## src/rtl/pipe_stage_reg.sv

```systemverilog
// Inter-stage pipeline register with a kill/keep payload split, a restartable multi-cycle flush window and flush-busy status.
// Define PIPE_STAGE_REG_PERF_EN to add the stall/flush performance counters (stall_cnt_o, flush_cnt_o).
module pipe_stage_reg #(
  parameter int unsigned       KEEP_W       = 32,
  parameter int unsigned       KILL_W       = 44,
  parameter int unsigned       FLUSH_CYCLES = 2,
  parameter logic [KILL_W-1:0] BUBBLE       = '0
) (
  input  logic              clk_i,
  input  logic              start_i,
  input  logic              stall_i,
  input  logic              flush_i,
  input  logic              valid_i,
  input  logic [KEEP_W-1:0] keep_i,
  input  logic [KILL_W-1:0] kill_i,
  output logic              valid_o,
  output logic [KEEP_W-1:0] keep_o,
  output logic [KILL_W-1:0] kill_o,
  output logic              flush_busy_o
`ifdef PIPE_STAGE_REG_PERF_EN
  ,
  output logic [31:0]       stall_cnt_o,
  output logic [31:0]       flush_cnt_o
`endif
);

  localparam int unsigned CNT_W = $clog2(FLUSH_CYCLES + 1);
  localparam logic [CNT_W-1:0] RELOAD = CNT_W'(FLUSH_CYCLES - 1);

  generate
    if (FLUSH_CYCLES < 1 || FLUSH_CYCLES > 15) begin : g_bad_flush_cycles
      $error("pipe_stage_reg: FLUSH_CYCLES=%0d outside legal range 1..15", FLUSH_CYCLES);
    end
  endgenerate

  logic              valid_q, valid_d;
  logic [KEEP_W-1:0] keep_q, keep_d;
  logic [KILL_W-1:0] kill_q, kill_d;
  logic [CNT_W-1:0]  cnt_q, cnt_d;
  logic              flush_act;
  logic              stall_act;

  // A flush request or a window still counting down takes priority over stall.
  assign flush_act = flush_i || (cnt_q != '0);
  assign stall_act = !flush_act && stall_i;

  always_comb begin
    valid_d = valid_q;
    keep_d  = keep_q;
    kill_d  = kill_q;
    cnt_d   = cnt_q;
    if (flush_act) begin
      keep_d  = keep_i;
      kill_d  = BUBBLE;
      valid_d = 1'b0;
      cnt_d   = flush_i ? RELOAD : (cnt_q - CNT_W'(1));
    end else if (!stall_i) begin
      keep_d  = keep_i;
      kill_d  = kill_i;
      valid_d = valid_i;
    end
  end

  always_ff @(posedge clk_i) begin
    if (!start_i) begin
      valid_q <= 1'b0;
      keep_q  <= '0;
      kill_q  <= '0;
      cnt_q   <= '0;
    end else begin
      valid_q <= valid_d;
      keep_q  <= keep_d;
      kill_q  <= kill_d;
      cnt_q   <= cnt_d;
    end
  end

  assign valid_o      = valid_q;
  assign keep_o       = keep_q;
  assign kill_o       = kill_q;
  assign flush_busy_o = (cnt_q != '0);

`ifdef PIPE_STAGE_REG_PERF_EN
  logic [31:0] stall_cnt_q, stall_cnt_d;
  logic [31:0] flush_cnt_q, flush_cnt_d;

  // Counters wrap naturally at 2^32.
  always_comb begin
    stall_cnt_d = stall_cnt_q;
    flush_cnt_d = flush_cnt_q;
    if (stall_act) stall_cnt_d = stall_cnt_q + 32'd1;
    if (flush_act) flush_cnt_d = flush_cnt_q + 32'd1;
  end

  always_ff @(posedge clk_i) begin
    if (!start_i) begin
      stall_cnt_q <= '0;
      flush_cnt_q <= '0;
    end else begin
      stall_cnt_q <= stall_cnt_d;
      flush_cnt_q <= flush_cnt_d;
    end
  end

  assign stall_cnt_o = stall_cnt_q;
  assign flush_cnt_o = flush_cnt_q;
`else
  logic unused_stall_act;
  assign unused_stall_act = stall_act;
`endif

endmodule

```

## config.mk

```make
export PLATFORM = sky130hd
export DESIGN_NAME = pipe_stage_reg
export DESIGN_NICKNAME = d
export VERILOG_FILES = /design/src/rtl/pipe_stage_reg.sv
export SDC_FILE = /design/constraint.sdc
export NUM_CORES = 1
export LEC_CHECK = 0
export BUFFER_PORTS_ARGS = -buffer_cell sky130_fd_sc_hd__buf_2
export CORE_UTILIZATION = 40
export DETAILED_ROUTE_END_ITERATION = 7
export PLACE_DENSITY = 0.77
export SLEW_MARGIN = 30
export SYNTH_ARGS = -nofsm -noshare
export SYNTH_HDL_FRONTEND = slang
export SYNTH_SLANG_ARGS = --single-unit
```

## constraint.sdc

```tcl
create_clock -name clk_i -period 1.2 [get_ports clk_i]
set_input_delay 0.12 -clock clk_i [delete_from_list [all_inputs] [get_ports clk_i]]
set_output_delay 0.12 -clock clk_i [all_outputs]
set_load 0.005 [all_outputs]
```

==> results of run 1 <==
-- worst max-delay path: stages (launching register included) --
cell and delay (ns):
sky130_fd_sc_hd__dfxtp_2 0.34, sky130_fd_sc_hd__inv_2 0.04, sky130_fd_sc_hd__ha_4 0.16, sky130_fd_sc_hd__buf_6 0.12
sky130_fd_sc_hd__inv_4 0.05, sky130_fd_sc_hd__buf_6 0.09
-- worst paths after layout --
path,end,startpoint,slack (ns),cells after the start
max,flush_busy_o,cnt_q[1]$_SDFFE_PN0P_,-0.05,5
min,kill_o[31]$_SDFFE_PP0N_,kill_i[31],0.02,3
max reg2reg,keep_o[20]$_SDFFE_PN0P_,cnt_q[0]$_SDFFE_PN0P_,-0.05,5
min reg2reg,keep_o[30]$_SDFFE_PN0P_,keep_o[30]$_SDFFE_PN0P_,0.46,2
-- logic make-up after synthesis --
group / Yosys count / synth area share, %
muxes: 77 / 26.1
DFF: 79 / 53.5
AOI/OAI and AO/OA: 2 / 0.550
and+or+nand+nor: 112 / 14.6
xor gates and xnor gates: 1 / 0.296
adders and majority gates: 1 / 0.423
buffers and inverters: 24 / 4.61
-- cells in the mapped netlist, drive strengths merged --
cell type and instances:
dfxtp 79, mux2i 77, nand2 64, nor2 45, buf 12, clkbuf 8, inv 4, a2111oi 1
and3b 1, ha 1, nand3b 1, nor2b 1, o21a 1, xnor2 1
-- cell type report --
| cell class | instances | area (µm²) |
|---|---|---|
| inverter | 4 | 17.5 |
| clock buffer | 13 | 159 |
| tap | 96 | 120 |
| timing repair buffer | 170 | 963 |
| fill | 613 | 2800 |
| clock inverter | 3 | 65.1 |
| sequential | 79 | 1580 |
| multi-input combinational | 193 | 1270 |
-- routing by layer --
metal  vias up  wire length, µm  share of wire, %
met5         -                0                 0
met3         8              636               9.8
li1       1286                -                 -
met2       118             2990                46
met4         0               89               1.4
met1      1130             2800                43
-- power by group through the flow --
stage                     Sequential (W)  Combinational [W]  Clock, W
after floorplan                  0.00288           0.000392         0
after global placement           0.00287           0.000726         0
after detailed placement         0.00287           0.000744         0
after CTS                        0.00281           0.000779   0.00222
after global routing             0.00283           0.000885   0.00233
final                            0.00281           0.000803   0.00215
-- stage by stage --
| step | area, µm² | TNS, ns | setup slack [ns] | hold WS (ns) | utilization (%) |
|---|---|---|---|---|---|
| 3_5_place_dp | 3880 | -1.27 | -0.0740 | 0.355 | 55.6 |
| 5_1_grt | 4180 | -5.68 | -0.123 | 0.00561 | 59.9 |
| 6_report | 4180 | -1.10 | -0.0516 | 0.0175 | 59.9 |
| 2_1_floorplan | 2990 | 0 | 0.00482 | 0.203 | - |
| 3_3_place_gp | 3880 | -0.0334 | -0.00438 | 0.330 | 55.6 |
| 4_1_cts | 4150 | -0.849 | -0.0561 | 0.000140 | 59.5 |
-- repair_timing --
| item | 4_1_cts | 5_1_grt |
|---|---|---|
| resized for setup | 8 | 5 |
| buffers inserted | 2 | 1 |
| endpoints found under the setup margin | 34 | 35 |
| pin swaps | 1 | 4 |
| hold endpoints to repair | 1 | 0 |
| hold buffers | 1 | 0 |
| gates cloned | 0 | 0 |
-- sequential cells by signal, indices dropped and copies added, names as in the netlist --
| signal | flops |
|---|---|
| cnt_q | 2 |
| keep_o | 32 |
| kill_o | 44 |
| valid_o | 1 |
==> impl_results.html, run 1 <==
<table>
<tr><th>Metric</th><th>Value</th></tr>
<tr><th colspan="2">Synthesis</th></tr>
<tr><td>Top cells by area, synth</td><td>sky130_fd_sc_hd__dfxtp_1 (53%), sky130_fd_sc_hd__mux2i_1 (26%), sky130_fd_sc_hd__nand2_1 (8.1%)</td></tr>
<tr><td>Cell type with the highest aggregate area in the netlist</td><td>sky130_fd_sc_hd__dfxtp_1</td></tr>
<tr><td>Portion of the post-synthesis area used by sequential elements</td><td>a little over half</td></tr>
<tr><td>Number of warnings issued by yosys</td><td>0</td></tr>
<tr><td>Number of different library cells in the post-synthesis netlist</td><td>15</td></tr>
<tr><td>Area share of the largest cell type after synthesis</td><td>53.5%</td></tr>
<tr><td>Synth Cell Area</td><td>2960 µm²</td></tr>
<tr><td>Number of synthesized register bits</td><td>79</td></tr>
<tr><td>Post-Synthesis Cells</td><td>a little under 300</td></tr>
<tr><td>Average size of a mapped cell</td><td>about 10 µm²</td></tr>
<tr><td>Net count of the mapped netlist</td><td>378</td></tr>
<tr><th colspan="2">Power</th></tr>
<tr><td>Total power divided by cell area</td><td>about 1400 nW/µm²</td></tr>
<tr><td>Logic pwr share</td><td>between 10 and 15%</td></tr>
<tr><td>Tot Pwr</td><td>around 0.0058 W</td></tr>
<tr><td>Switching power total</td><td>0.00129 W</td></tr>
<tr><td>Power share of the clock group</td><td>between 30% and 40%</td></tr>
<tr><td>Switching Share</td><td>roughly 22%</td></tr>
<tr><td>Leakage</td><td>between 2 and 2.5 nW</td></tr>
<tr><td>Peak ir drop on the vdd network</td><td>0.889 mV</td></tr>
<tr><td>Share of total power in sequential cells</td><td>48.8%</td></tr>
<tr><td>Internal power contribution</td><td>0.00448 W</td></tr>
<tr><th colspan="2">Detailed routing</th></tr>
<tr><td>Antenna Nets Post-Route</td><td>0</td></tr>
<tr><td>Number of DRC markers after the initial detailed-route iteration</td><td>46</td></tr>
<tr><td>Wire length reported by the detailed router</td><td>between 6000 and 7000 µm</td></tr>
<tr><td>Total DRC errors in the routed layout</td><td>0</td></tr>
<tr><td>Vias after detailed routing</td><td>approximately 2500</td></tr>
<tr><td>DR WL/cell</td><td>around 12 µm</td></tr>
<tr><td>First-pass DRT Iterations</td><td>4</td></tr>
<tr><td>Via count normalized by instance count</td><td>~4.6</td></tr>
<tr><th colspan="2">Floorplanning</th></tr>
<tr><td>Die height</td><td>roughly 88 µm</td></tr>
<tr><td>IO Count</td><td>around 160</td></tr>
<tr><td>Number of placement rows</td><td>30</td></tr>
<tr><td>Width of the chip</td><td>slightly below 90 µm</td></tr>
<tr><td>Placeable core region</td><td>roughly 7000 µm²</td></tr>
<tr><td>Starting Density</td><td>~42%</td></tr>
<tr><td>Die Area</td><td>roughly 7700 µm²</td></tr>
<tr><th colspan="2">GRT</th></tr>
<tr><td>GR met2 Demand/Resource</td><td>between 20% and 30%</td></tr>
<tr><td>Grt peak-use layer</td><td>met2</td></tr>
<tr><td>Number of global-route vias before repair</td><td>~2300</td></tr>
<tr><td>Maximum number of pins on one net before global-route repair</td><td>65</td></tr>
<tr><td>GRT met1 Usage</td><td>18.6%</td></tr>
<tr><td>First-pass GRT wire length</td><td>approximately 10000 µm</td></tr>
<tr><td>Global-route usage over all layers</td><td>approximately 17%</td></tr>
<tr><td>GRT met3 Usage</td><td>under 10%</td></tr>
<tr><td>Initial antenna violation count</td><td>0</td></tr>
<tr><td>Total grt overflow</td><td>0</td></tr>
<tr><th colspan="2">Finish</th></tr>
<tr><td>Finished Layout Cells</td><td>approximately 560</td></tr>
<tr><td>Net count reported at finish</td><td>539</td></tr>
<tr><td>Fraction of layout instances using a drive strength above 1</td><td>41.8%</td></tr>
<tr><td>Most common library cell in the layout ignoring fill and taps</td><td>sky130_fd_sc_hd__buf_2</td></tr>
<tr><td>Area Overhead vs Synth</td><td>41.3%</td></tr>
<tr><td>Commonest cells after routing, fill and taps aside</td><td>sky130_fd_sc_hd__buf_2 (157), sky130_fd_sc_hd__dfxtp_1 (77), sky130_fd_sc_hd__mux2i_1 (76)</td></tr>
<tr><td>Antenna diode count</td><td>0</td></tr>
<tr><th colspan="2">Clocking</th></tr>
<tr><td>Clock insertion delay at the later pin of the skew report</td><td>between 0.3 and 0.4 ns</td></tr>
<tr><td>Total CTS buffers</td><td>9</td></tr>
<tr><td>Number of H-tree levels</td><td>3</td></tr>
<tr><td>TritonCTS clock tree</td><td>built</td></tr>
<tr><td>Worst-path clk slew</td><td>approximately 0.08 ns</td></tr>
<tr><td>Max Buffers Root-to-Sink</td><td>2</td></tr>
<tr><td>Number of sinks driven by the clock tree</td><td>79</td></tr>
<tr><td>Clock tree root buffer cell</td><td>sky130_fd_sc_hd__clkbuf_8</td></tr>
<tr><th colspan="2">Timing</th></tr>
<tr><td>Period minus WS final</td><td>~1.3 ns</td></tr>
<tr><td>Count of final setup violators</td><td>64</td></tr>
<tr><td>Normalized max-slew margin</td><td>just under 80%</td></tr>
<tr><td>Slew Viols, Final</td><td>0</td></tr>
<tr><td>Peak Freq</td><td>around 800 MHz</td></tr>
<tr><td>Worst setup margin</td><td>-0.0516 ns</td></tr>
<tr><td>Worst clock skew</td><td>0.00547 ns</td></tr>
<tr><td>Final worst-path cycle share</td><td>104%</td></tr>
<tr><td>Slew at the pin closest to its max-slew limit</td><td>around 0.32 ns</td></tr>
<tr><td>RSZ-0062 raised after global routing</td><td>true</td></tr>
<tr><td>Hold violation total from the final report</td><td>0</td></tr>
<tr><th colspan="2">Place</th></tr>
<tr><td>Placer congestion estimate</td><td>approximately 0.72</td></tr>
<tr><td>Detailed placement HPWL</td><td>~4800 µm</td></tr>
<tr><td>Placed cell count</td><td>approximately 540</td></tr>
<tr><td>Count of input and output buffers</td><td>~160</td></tr>
<tr><th colspan="2">Worst setup path</th></tr>
<tr><td>Type of the setup path with the least slack</td><td>flop to output pin</td></tr>
<tr><td>Startpoint Class</td><td>flop</td></tr>
<tr><td>Critical path required time</td><td>1.08 ns</td></tr>
<tr><td>Crit-path max FO</td><td>4</td></tr>
<tr><td>Arrival @ worst endpoint</td><td>~1.1 ns</td></tr>
<tr><td>Setup crit end kind</td><td>output pin</td></tr>
<tr><th colspan="2">Flow run</th></tr>
<tr><td>MaxCap Viol Count</td><td>0</td></tr>
<tr><th colspan="2">Run status</th></tr>
<tr><td>Run status</td><td>complete, but fails checks</td></tr>
<tr><td>Violations in the final reports</td><td>setup timing</td></tr>
<tr><th colspan="2">Hold path</th></tr>
<tr><td>Worst min-delay path class</td><td>input port to flop</td></tr>
</table>
Power figures use the tool's default switching activity.
==> inputs of run 2 (changes only) <==
CORE_UTILIZATION = 44   (was 40)
PLACE_DENSITY = 0.8   (was 0.77)
clock period = 1.25 ns   (was 1.2 ns; I/O delays follow)
==> impl_results.html, run 2 (synthesis results as in run 1) <==
<table>
<tr><th>Metric</th><th>Value</th></tr>
<tr><th colspan="2">Power</th></tr>
<tr><td>Share of total power in sequential cells</td><td>48.3% (-0.5 points)</td></tr>
<tr><td>Power share of the clock group</td><td>37.6% (+0.3 points)</td></tr>
<tr><td>Logic pwr share</td><td>14.1% (+0.2 points)</td></tr>
<tr><td>Peak ir drop on the vdd network</td><td>0.674 mV (-24%)</td></tr>
<tr><td>Switching Share</td><td>22.2% (-0.17 points)</td></tr>
<tr><td>Internal power contribution</td><td>0.00435 W (-2.8%)</td></tr>
<tr><td>Switching power total</td><td>0.00124 W (-3.8%)</td></tr>
<tr><td>Total power divided by cell area</td><td>1320 nW/µm² (-4.1%)</td></tr>
<tr><td>Leakage</td><td>2.16 nW (+1.7%)</td></tr>
<tr><th colspan="2">Worst setup path</th></tr>
<tr><td>Setup crit end kind</td><td>flop</td></tr>
<tr><td>Worst r2r dst</td><td>keep_o[26]$_SDFFE_PN0P_</td></tr>
<tr><td>Type of the setup path with the least slack</td><td>flop to flop</td></tr>
<tr><td>Critical path required time</td><td>1.47 ns (+0.39 ns)</td></tr>
<tr><td>Cell class contributing the biggest share of worst-path delay</td><td>flip-flops</td></tr>
<tr><td>Crit-path max FO</td><td>6 (+2)</td></tr>
<tr><td>Buffers &amp; Inverters on Critical Path</td><td>3 (-1)</td></tr>
<tr><td>Instance count on the critical path</td><td>6 (+1)</td></tr>
<tr><td>Largest stage delay on the critical path</td><td>0.34 ns (about the same)</td></tr>
<tr><td>Crit path from</td><td>cnt_q[0]$_SDFFE_PN0P_</td></tr>
<tr><td>CP endpoint</td><td>keep_o[26]$_SDFFE_PN0P_</td></tr>
<tr><td>Worst-path cell chain</td><td>inv_2 -&gt; ha_4 -&gt; and3b_2 -&gt; buf_4 -&gt; buf_12 -&gt; mux2i_2</td></tr>
<tr><td>R2r startpoint</td><td>cnt_q[0]$_SDFFE_PN0P_</td></tr>
<tr><td>Arrival @ worst endpoint</td><td>1.53 ns (+0.40 ns)</td></tr>
<tr><td>CP max stage cell</td><td>sky130_fd_sc_hd__dfxtp_2</td></tr>
<tr><td>Reg2reg setup slack</td><td>-0.06 ns (about the same)</td></tr>
<tr><td>FF-to-FF path depth</td><td>6 (+1)</td></tr>
<tr><td>Startpoint Class</td><td>flop</td></tr>
<tr><th colspan="2">Floorplanning</th></tr>
<tr><td>Die height</td><td>84.0 µm (-4.5%)</td></tr>
<tr><td>IO Count</td><td>159 (unchanged)</td></tr>
<tr><td>Starting Density</td><td>46.1% (+3.7 points)</td></tr>
<tr><td>Placeable core region</td><td>6420 µm² (-8.0%)</td></tr>
<tr><td>Width of the chip</td><td>84.0 µm (-4.5%)</td></tr>
<tr><td>Number of placement rows</td><td>29 (-3.3%)</td></tr>
<tr><td>Die Area</td><td>7050 µm² (-8.9%)</td></tr>
<tr><th colspan="2">Place</th></tr>
<tr><td>Placer congestion estimate</td><td>0.715 (about the same)</td></tr>
<tr><td>Detailed placement HPWL</td><td>4750 µm (about the same)</td></tr>
<tr><td>Placed cell count</td><td>517 (-3.9%)</td></tr>
<tr><td>Count of input and output buffers</td><td>158 (unchanged)</td></tr>
<tr><th colspan="2">Finish</th></tr>
<tr><td>Finished Layout Cells</td><td>542 (-2.9%)</td></tr>
<tr><td>Commonest cells after routing, fill and taps aside</td><td>sky130_fd_sc_hd__buf_2 (157), sky130_fd_sc_hd__dfxtp_1 (77), sky130_fd_sc_hd__mux2i_1 (76)</td></tr>
<tr><td>Number of filler instances in the final layout</td><td>543 (-11%)</td></tr>
<tr><td>Fraction of layout instances using a drive strength above 1</td><td>42.2% (+0.38 points)</td></tr>
<tr><td>Antenna diode count</td><td>0 (unchanged)</td></tr>
<tr><td>Flip-flop count of the largest register, all copies and words added</td><td>44 (unchanged)</td></tr>
<tr><td>Most common library cell in the layout ignoring fill and taps</td><td>sky130_fd_sc_hd__buf_2</td></tr>
<tr><td>Area Overhead vs Synth</td><td>43.0%</td></tr>
<tr><td>Net count reported at finish</td><td>543 (+0.74%)</td></tr>
<tr><th colspan="2">GRT</th></tr>
<tr><td>Initial antenna violation count</td><td>0 (unchanged)</td></tr>
<tr><td>Number of global-route vias before repair</td><td>2467 (+6.7%)</td></tr>
<tr><td>Maximum number of pins on one net before global-route repair</td><td>46 (-29%)</td></tr>
<tr><td>Global-route usage over all layers</td><td>19.5% (+3.0 points)</td></tr>
<tr><td>Total grt overflow</td><td>0 (unchanged)</td></tr>
<tr><td>First-pass GRT wire length</td><td>10900 µm (+8.9%)</td></tr>
<tr><th colspan="2">Detailed routing</th></tr>
<tr><td>First-pass DRT Iterations</td><td>6 (+2)</td></tr>
<tr><td>DR WL/cell</td><td>12.4 µm (+6.4%)</td></tr>
<tr><td>Via count normalized by instance count</td><td>4.67 (+2.6%)</td></tr>
<tr><td>Total DRC errors in the routed layout</td><td>28 (+28)</td></tr>
<tr><td>Wire length reported by the detailed router</td><td>6730 µm (+3.3%)</td></tr>
<tr><td>Vias after detailed routing</td><td>2533 (-0.35%)</td></tr>
<tr><td>Antenna Nets Post-Route</td><td>0 (unchanged)</td></tr>
<tr><td>Number of DRC markers after the initial detailed-route iteration</td><td>77 (+67%)</td></tr>
<tr><th colspan="2">Timing</th></tr>
<tr><td>Worst setup margin</td><td>-0.0585 ns (-0.00691 ns)</td></tr>
<tr><td>Tightest hold margin</td><td>0.0213 ns (+0.00386 ns)</td></tr>
<tr><td>Slew Viols, Final</td><td>0 (unchanged)</td></tr>
<tr><td>Worst clock skew</td><td>0.00790 ns (+0.00242 ns)</td></tr>
<tr><td>Normalized max-slew margin</td><td>76.1% (-2.7 points)</td></tr>
<tr><td>Peak Freq</td><td>approximately 760 MHz</td></tr>
<tr><td>Final worst-path cycle share</td><td>105%</td></tr>
<tr><td>RSZ-0062 raised after global routing</td><td>true</td></tr>
<tr><td>Hold violation total from the final report</td><td>0 (unchanged)</td></tr>
<tr><td>Period minus WS final</td><td>~1.3 ns</td></tr>
<tr><td>Count of final setup violators</td><td>32 (-50%)</td></tr>
<tr><td>Slew at the pin closest to its max-slew limit</td><td>0.359 ns (+0.0406 ns)</td></tr>
<tr><th colspan="2">Clocking</th></tr>
<tr><td>Clock insertion delay at the later pin of the skew report</td><td>0.33 ns (about the same)</td></tr>
<tr><td>Number of sinks driven by the clock tree</td><td>79 (unchanged)</td></tr>
<tr><td>Number of H-tree levels</td><td>3 (unchanged)</td></tr>
<tr><td>Total CTS buffers</td><td>9 (unchanged)</td></tr>
<tr><td>Max Buffers Root-to-Sink</td><td>2 (unchanged)</td></tr>
<tr><td>TritonCTS clock tree</td><td>built</td></tr>
<tr><td>Clock tree root buffer cell</td><td>sky130_fd_sc_hd__clkbuf_8</td></tr>
<tr><td>Worst-path clk slew</td><td>0.08 ns (about the same)</td></tr>
<tr><th colspan="2">Hold path</th></tr>
<tr><td>Worst min-delay path class</td><td>input port to flop</td></tr>
<tr><th colspan="2">Run status</th></tr>
<tr><td>Violations in the final reports</td><td>DRC, setup timing</td></tr>
<tr><td>Run status</td><td>complete, but fails checks</td></tr>
<tr><th colspan="2">Flow run</th></tr>
<tr><td>MaxCap Viol Count</td><td>0 (unchanged)</td></tr>
</table>
## run 2: changes by cell type in the layout (fill, tap and decap cells not counted)
cell	delta
sky130_fd_sc_hd__clkbuf_8	+1
sky130_fd_sc_hd__inv_1	+1
sky130_fd_sc_hd__buf_6	-1
sky130_fd_sc_hd__xnor2_2	-1
sky130_fd_sc_hd__buf_16	+3
sky130_fd_sc_hd__buf_4	+2
sky130_fd_sc_hd__clkbuf_1	-2
sky130_fd_sc_hd__inv_4	-1
sky130_fd_sc_hd__buf_8	+2
sky130_fd_sc_hd__buf_12	-2
sky130_fd_sc_hd__xnor2_1	+1
## run 2: metal layers
layer	wire (µm)	global-route usage (%)	vias to the layer above
met5	0	0	-
met4	141	8.78	0
met3	558	5.74	12
met2	3240	34.7	111
met1	2790	21.3	1121
li1	-	-	1289
## run 2: worst min path at each step
stage | depth (start not counted) | from | to
final | 3 | kill_i[25] | kill_o[25]$_SDFFE_PP0N_
after global routing | 3 | kill_i[24] | kill_o[24]$_SDFFE_PP0N_
after CTS | 3 | kill_i[28] | kill_o[28]$_SDFFE_PP0N_
after detailed placement | 2 | flush_i | cnt_q[1]$_SDFFE_PN0P_
after global placement | 2 | flush_i | cnt_q[1]$_SDFFE_PN0P_
after floorplan | 1 | flush_i | cnt_q[1]$_SDFFE_PN0P_
## run 2: cell type report
type	instances	area (µm²)	share of cell area [%]
Clock buffer	12	165	3.91
Clock inverter	3	65.1	1.54
Inverter	4	15.0	0.355
Multi-Input combinational cell	193	1260	29.9
Sequential cell	79	1580	37.5
Tap cell	77	96.3	2.28
Timing Repair Buffer	174	1040	24.6
## run 2: tightest hold or removal path: cells and delay by family
kind          cells  cell delay (ns)
mux               1             0.05
simple gates      1             0.07
buf+inv           1             0.08
## run 2: per-stage QoR
stage | utilization (%) | instance area (µm²) | TNS [ns] | setup WS (ns) | total power (W)
finish | 65.8 | 4230 | -0.698 | -0.0585 | 0.00559
global route | 65.8 | 4230 | -3.45 | -0.111 | 0.00585
CTS | 65.8 | 4230 | -0.380 | -0.0291 | 0.00564
floorplan | - | 2960 | -0.238 | -0.00595 | 0.00313
detailed placement | 59.3 | 3810 | -1.06 | -0.0595 | 0.00343
global placement | 59.3 | 3810 | 0 | 0.00888 | 0.00341
## run 2: what timing repair did
item,CTS,global route
endpoints found under the setup margin,34,79
hold endpoints to repair,1,0
resized for setup,13,6
buffers inserted,5,1
cloned,4,0
hold buffers,1,0
pin swaps,1,1
## run 2: power groups by stage
stage	Clock, W	Sequential [W]	Combinational [W]
6_report	0.00210	0.00270	0.000787
5_1_grt	0.00227	0.00271	0.000859
4_1_cts	0.00216	0.00270	0.000779
3_5_place_dp	0	0.00275	0.000681
3_3_place_gp	0	0.00275	0.000660
2_1_floorplan	0	0.00277	0.000361
==> inputs of run 3 (changes only) <==
clock period = 1.5 ns   (was 1.25 ns; I/O delays follow)
==> impl_results.html, run 3 (synthesis results as in run 1) <==
<table>
<tr><th>Metric</th><th>Value</th></tr>
<tr><th colspan="2">Worst setup path</th></tr>
<tr><td>Reg2reg setup slack</td><td>0.14 ns (+0.20 ns)</td></tr>
<tr><td>Worst r2r dst</td><td>keep_o[8]$_SDFFE_PN0P_</td></tr>
<tr><td>Crit-path max FO</td><td>16 (+10)</td></tr>
<tr><td>Buffers &amp; Inverters on Critical Path</td><td>2 (-1)</td></tr>
<tr><td>Critical path required time</td><td>1.76 ns (+0.29 ns)</td></tr>
<tr><td>CP max stage cell</td><td>sky130_fd_sc_hd__dfxtp_1</td></tr>
<tr><td>Type of the setup path with the least slack</td><td>flop to flop</td></tr>
<tr><td>Worst-path cell chain</td><td>inv_1 -&gt; ha_1 -&gt; and3b_2 -&gt; clkbuf_16 -&gt; mux2i_1</td></tr>
<tr><td>Largest stage delay on the critical path</td><td>0.33 ns (about the same)</td></tr>
<tr><td>Cell class contributing the biggest share of worst-path delay</td><td>flip-flops</td></tr>
<tr><td>R2r startpoint</td><td>cnt_q[0]$_SDFFE_PN0P_</td></tr>
<tr><td>Startpoint Class</td><td>flop</td></tr>
<tr><td>Setup crit end kind</td><td>flop</td></tr>
<tr><td>Arrival @ worst endpoint</td><td>1.62 ns (+0.09 ns)</td></tr>
<tr><td>FF-to-FF path depth</td><td>5 (-1)</td></tr>
<tr><th colspan="2">Detailed routing</th></tr>
<tr><td>First-pass DRT Iterations</td><td>6 (unchanged)</td></tr>
<tr><td>Number of DRC markers after the initial detailed-route iteration</td><td>79 (+2.6%)</td></tr>
<tr><td>Via count normalized by instance count</td><td>4.64 (-0.65%)</td></tr>
<tr><td>Routed metal-1 wire length</td><td>2650 µm (-5.2%)</td></tr>
<tr><td>Antenna Nets Post-Route</td><td>0 (unchanged)</td></tr>
<tr><td>DR WL/cell</td><td>11.7 µm (-6.1%)</td></tr>
<tr><td>Top sig layer</td><td>met4</td></tr>
<tr><td>Vias after detailed routing</td><td>2470 (-2.5%)</td></tr>
<tr><td>Wire length reported by the detailed router</td><td>6200 µm (-7.9%)</td></tr>
<tr><td>Met3 wirelength from detailed routing</td><td>538 µm (-3.6%)</td></tr>
<tr><td>Total DRC errors in the routed layout</td><td>26 (-7.1%)</td></tr>
<tr><td>Amount of wire on met2 after detailed routing</td><td>2950 µm (-8.9%)</td></tr>
<tr><th colspan="2">Clocking</th></tr>
<tr><td>Clock insertion delay at the later pin of the skew report</td><td>0.33 ns (about the same)</td></tr>
<tr><td>TritonCTS clock tree</td><td>built</td></tr>
<tr><td>Clock tree root buffer cell</td><td>sky130_fd_sc_hd__clkbuf_8</td></tr>
<tr><td>Number of resized instances in the post-cts repair step</td><td>0 (-13)</td></tr>
<tr><td>Post-cts hold buffer count</td><td>0 (-1)</td></tr>
<tr><td>Number of sinks driven by the clock tree</td><td>79 (unchanged)</td></tr>
<tr><td>Max Buffers Root-to-Sink</td><td>2 (unchanged)</td></tr>
<tr><td>Number of post-CTS setup repair buffers</td><td>0 (-5)</td></tr>
<tr><td>Worst-path clk slew</td><td>0.07 ns (about the same)</td></tr>
<tr><td>Total CTS buffers</td><td>9 (unchanged)</td></tr>
<tr><td>Number of H-tree levels</td><td>3 (unchanged)</td></tr>
<tr><th colspan="2">Power</th></tr>
<tr><td>Leakage</td><td>2.05 nW (-5.0%)</td></tr>
<tr><td>Tot Pwr</td><td>0.00413 W (-26%)</td></tr>
<tr><td>Total power divided by cell area</td><td>1030 nW/µm² (-22%)</td></tr>
<tr><td>Peak ir drop on the vdd network</td><td>0.536 mV (-21%)</td></tr>
<tr><th colspan="2">GRT</th></tr>
<tr><td>Initial antenna violation count</td><td>0 (unchanged)</td></tr>
<tr><td>Global-route usage over all layers</td><td>17.4% (-2.1 points)</td></tr>
<tr><td>First-pass GRT wire length</td><td>9860 µm (-9.2%)</td></tr>
<tr><td>Number of global-route vias before repair</td><td>2303 (-6.6%)</td></tr>
<tr><td>Total grt overflow</td><td>0 (unchanged)</td></tr>
<tr><td>Maximum number of pins on one net before global-route repair</td><td>61 (+33%)</td></tr>
<tr><th colspan="2">Place</th></tr>
<tr><td>Count of input and output buffers</td><td>158 (unchanged)</td></tr>
<tr><td>Placed cell count</td><td>516 (-0.19%)</td></tr>
<tr><td>Detailed placement HPWL</td><td>4510 µm (-5.2%)</td></tr>
<tr><td>Placer congestion estimate</td><td>0.744 (+4.1%)</td></tr>
<tr><th colspan="2">Finish</th></tr>
<tr><td>Area Overhead vs Synth</td><td>34.9%</td></tr>
<tr><td>Final Core Density</td><td>62.1% (-3.7 points)</td></tr>
<tr><td>Fraction of layout instances using a drive strength above 1</td><td>39.3% (-2.8 points)</td></tr>
<tr><td>Net count reported at finish</td><td>533 (-1.8%)</td></tr>
<tr><td>Commonest cells after routing, fill and taps aside</td><td>sky130_fd_sc_hd__buf_2 (158), sky130_fd_sc_hd__dfxtp_1 (79), sky130_fd_sc_hd__mux2i_1 (77)</td></tr>
<tr><td>Most common library cell in the layout ignoring fill and taps</td><td>sky130_fd_sc_hd__buf_2</td></tr>
<tr><td>Flip-flop count of the largest register, all copies and words added</td><td>44 (unchanged)</td></tr>
<tr><td>Antenna diode count</td><td>0 (unchanged)</td></tr>
<tr><td>Finished Layout Cells</td><td>532 (-1.8%)</td></tr>
<tr><th colspan="2">Timing</th></tr>
<tr><td>Final worst-path cycle share</td><td>90.8% (-14 points)</td></tr>
<tr><td>Setup TNS</td><td>0 ns (+0.698 ns)</td></tr>
<tr><td>RSZ-0062 raised after global routing</td><td>false</td></tr>
<tr><td>Period minus WS final</td><td>1.36 ns (+0.0536 ns)</td></tr>
<tr><td>Peak Freq</td><td>734 MHz (-3.9%)</td></tr>
<tr><td>Slew at the pin closest to its max-slew limit</td><td>0.424 ns (+0.0651 ns)</td></tr>
<tr><td>Count of final setup violators</td><td>0 (-100%)</td></tr>
<tr><td>Tightest hold margin</td><td>0.0191 ns (-0.00226 ns)</td></tr>
<tr><td>Normalized max-slew margin</td><td>71.7% (-4.3 points)</td></tr>
<tr><td>Hold violation total from the final report</td><td>0 (unchanged)</td></tr>
<tr><td>Worst clock skew</td><td>0.00618 ns (-0.00171 ns)</td></tr>
<tr><td>Slew Viols, Final</td><td>0 (unchanged)</td></tr>
<tr><th colspan="2">Floorplanning</th></tr>
<tr><td>IO Count</td><td>159 (unchanged)</td></tr>
<tr><td>Width of the chip</td><td>84.0 µm (unchanged)</td></tr>
<tr><td>Starting Density</td><td>46.1% (unchanged)</td></tr>
<tr><td>Number of placement rows</td><td>29 (unchanged)</td></tr>
<tr><td>Die height</td><td>84.0 µm (unchanged)</td></tr>
<tr><td>Placeable core region</td><td>6420 µm² (unchanged)</td></tr>
<tr><td>Die Area</td><td>7050 µm² (unchanged)</td></tr>
<tr><th colspan="2">Run status</th></tr>
<tr><td>Run status</td><td>complete, but fails checks</td></tr>
<tr><td>Violations in the final reports</td><td>DRC</td></tr>
<tr><th colspan="2">Flow run</th></tr>
<tr><td>MaxCap Viol Count</td><td>0 (unchanged)</td></tr>
<tr><th colspan="2">Hold path</th></tr>
<tr><td>Number of cells traversed by the worst hold path</td><td>2 (-1)</td></tr>
<tr><td>Worst min-delay path class</td><td>input port to flop</td></tr>
<tr><td>Destination of the worst hold path</td><td>cnt_q[1]$_SDFFE_PN0P_</td></tr>
<tr><td>Startpoint of the worst hold path</td><td>flush_i</td></tr>
</table>
[run 3: changes by cell type in the layout (fill, tap and decap cells not counted), moves of 2 or more]
cell                        previous run  this run
sky130_fd_sc_hd__bufinv_16             2         0
sky130_fd_sc_hd__dfxtp_1              77        79
sky130_fd_sc_hd__inv_2                 2         0
sky130_fd_sc_hd__buf_4                 5         2
sky130_fd_sc_hd__clkbuf_8             12        10
sky130_fd_sc_hd__buf_8                 2         0
sky130_fd_sc_hd__buf_6                 3         0
sky130_fd_sc_hd__buf_16                3         0
sky130_fd_sc_hd__clkinv_2              1         3
sky130_fd_sc_hd__dfxtp_2               2         0
sky130_fd_sc_hd__inv_1                 2         4
[run 3: metal layers]
metal  vias up  track usage, %
met5         -               0
met4         0            7.99
met3         6            5.74
met2       107            30.4
met1      1091            19.2
li1       1266               -
[run 3: power by group]
part | internal (W) | switching, W | leakage [nW] | total [W]
Sequential | 0.00220 | 0.0000494 | 0.648 | 0.00225
Combinational | 0.000298 | 0.000264 | 1.32 | 0.000563
Clock | 0.000629 | 0.000687 | 0.0850 | 0.00132
Total | 0.00313 | 0.00100 | 2.05 | 0.00413
[run 3: worst max-delay path by stage]
stage	start	end	slack [ns]	depth (start not counted)
2_1_floorplan	cnt_q[0]$_SDFFE_PN0P_	kill_o[10]$_SDFFE_PP0N_	0.20	5
3_3_place_gp	cnt_q[0]$_SDFFE_PN0P_	keep_o[8]$_SDFFE_PN0P_	0.20	5
3_5_place_dp	cnt_q[0]$_SDFFE_PN0P_	keep_o[20]$_SDFFE_PN0P_	0.10	5
4_1_cts	cnt_q[0]$_SDFFE_PN0P_	keep_o[21]$_SDFFE_PN0P_	0.09	5
5_1_grt	cnt_q[0]$_SDFFE_PN0P_	keep_o[14]$_SDFFE_PN0P_	0.03	5
6_report	cnt_q[0]$_SDFFE_PN0P_	keep_o[8]$_SDFFE_PN0P_	0.14	5
[run 3: cell type report]
cell class	instances	area, µm²
clock buffer	11	141
multi-input combinational	193	1240
tap	77	96.3
clock inverter	4	22.5
sequential	79	1580
timing repair buffer	164	891
inverter	4	15.0
fill	547	2430
[run 3: metrics by stage]
step / cell area [µm²] / setup WS [ns]
3_5_place_dp: 3800 / 0.104
3_3_place_gp: 3800 / 0.203
4_1_cts: 3960 / 0.0885
2_1_floorplan: 2960 / 0.200
5_1_grt: 3990 / 0.0320
6_report: 3990 / 0.138
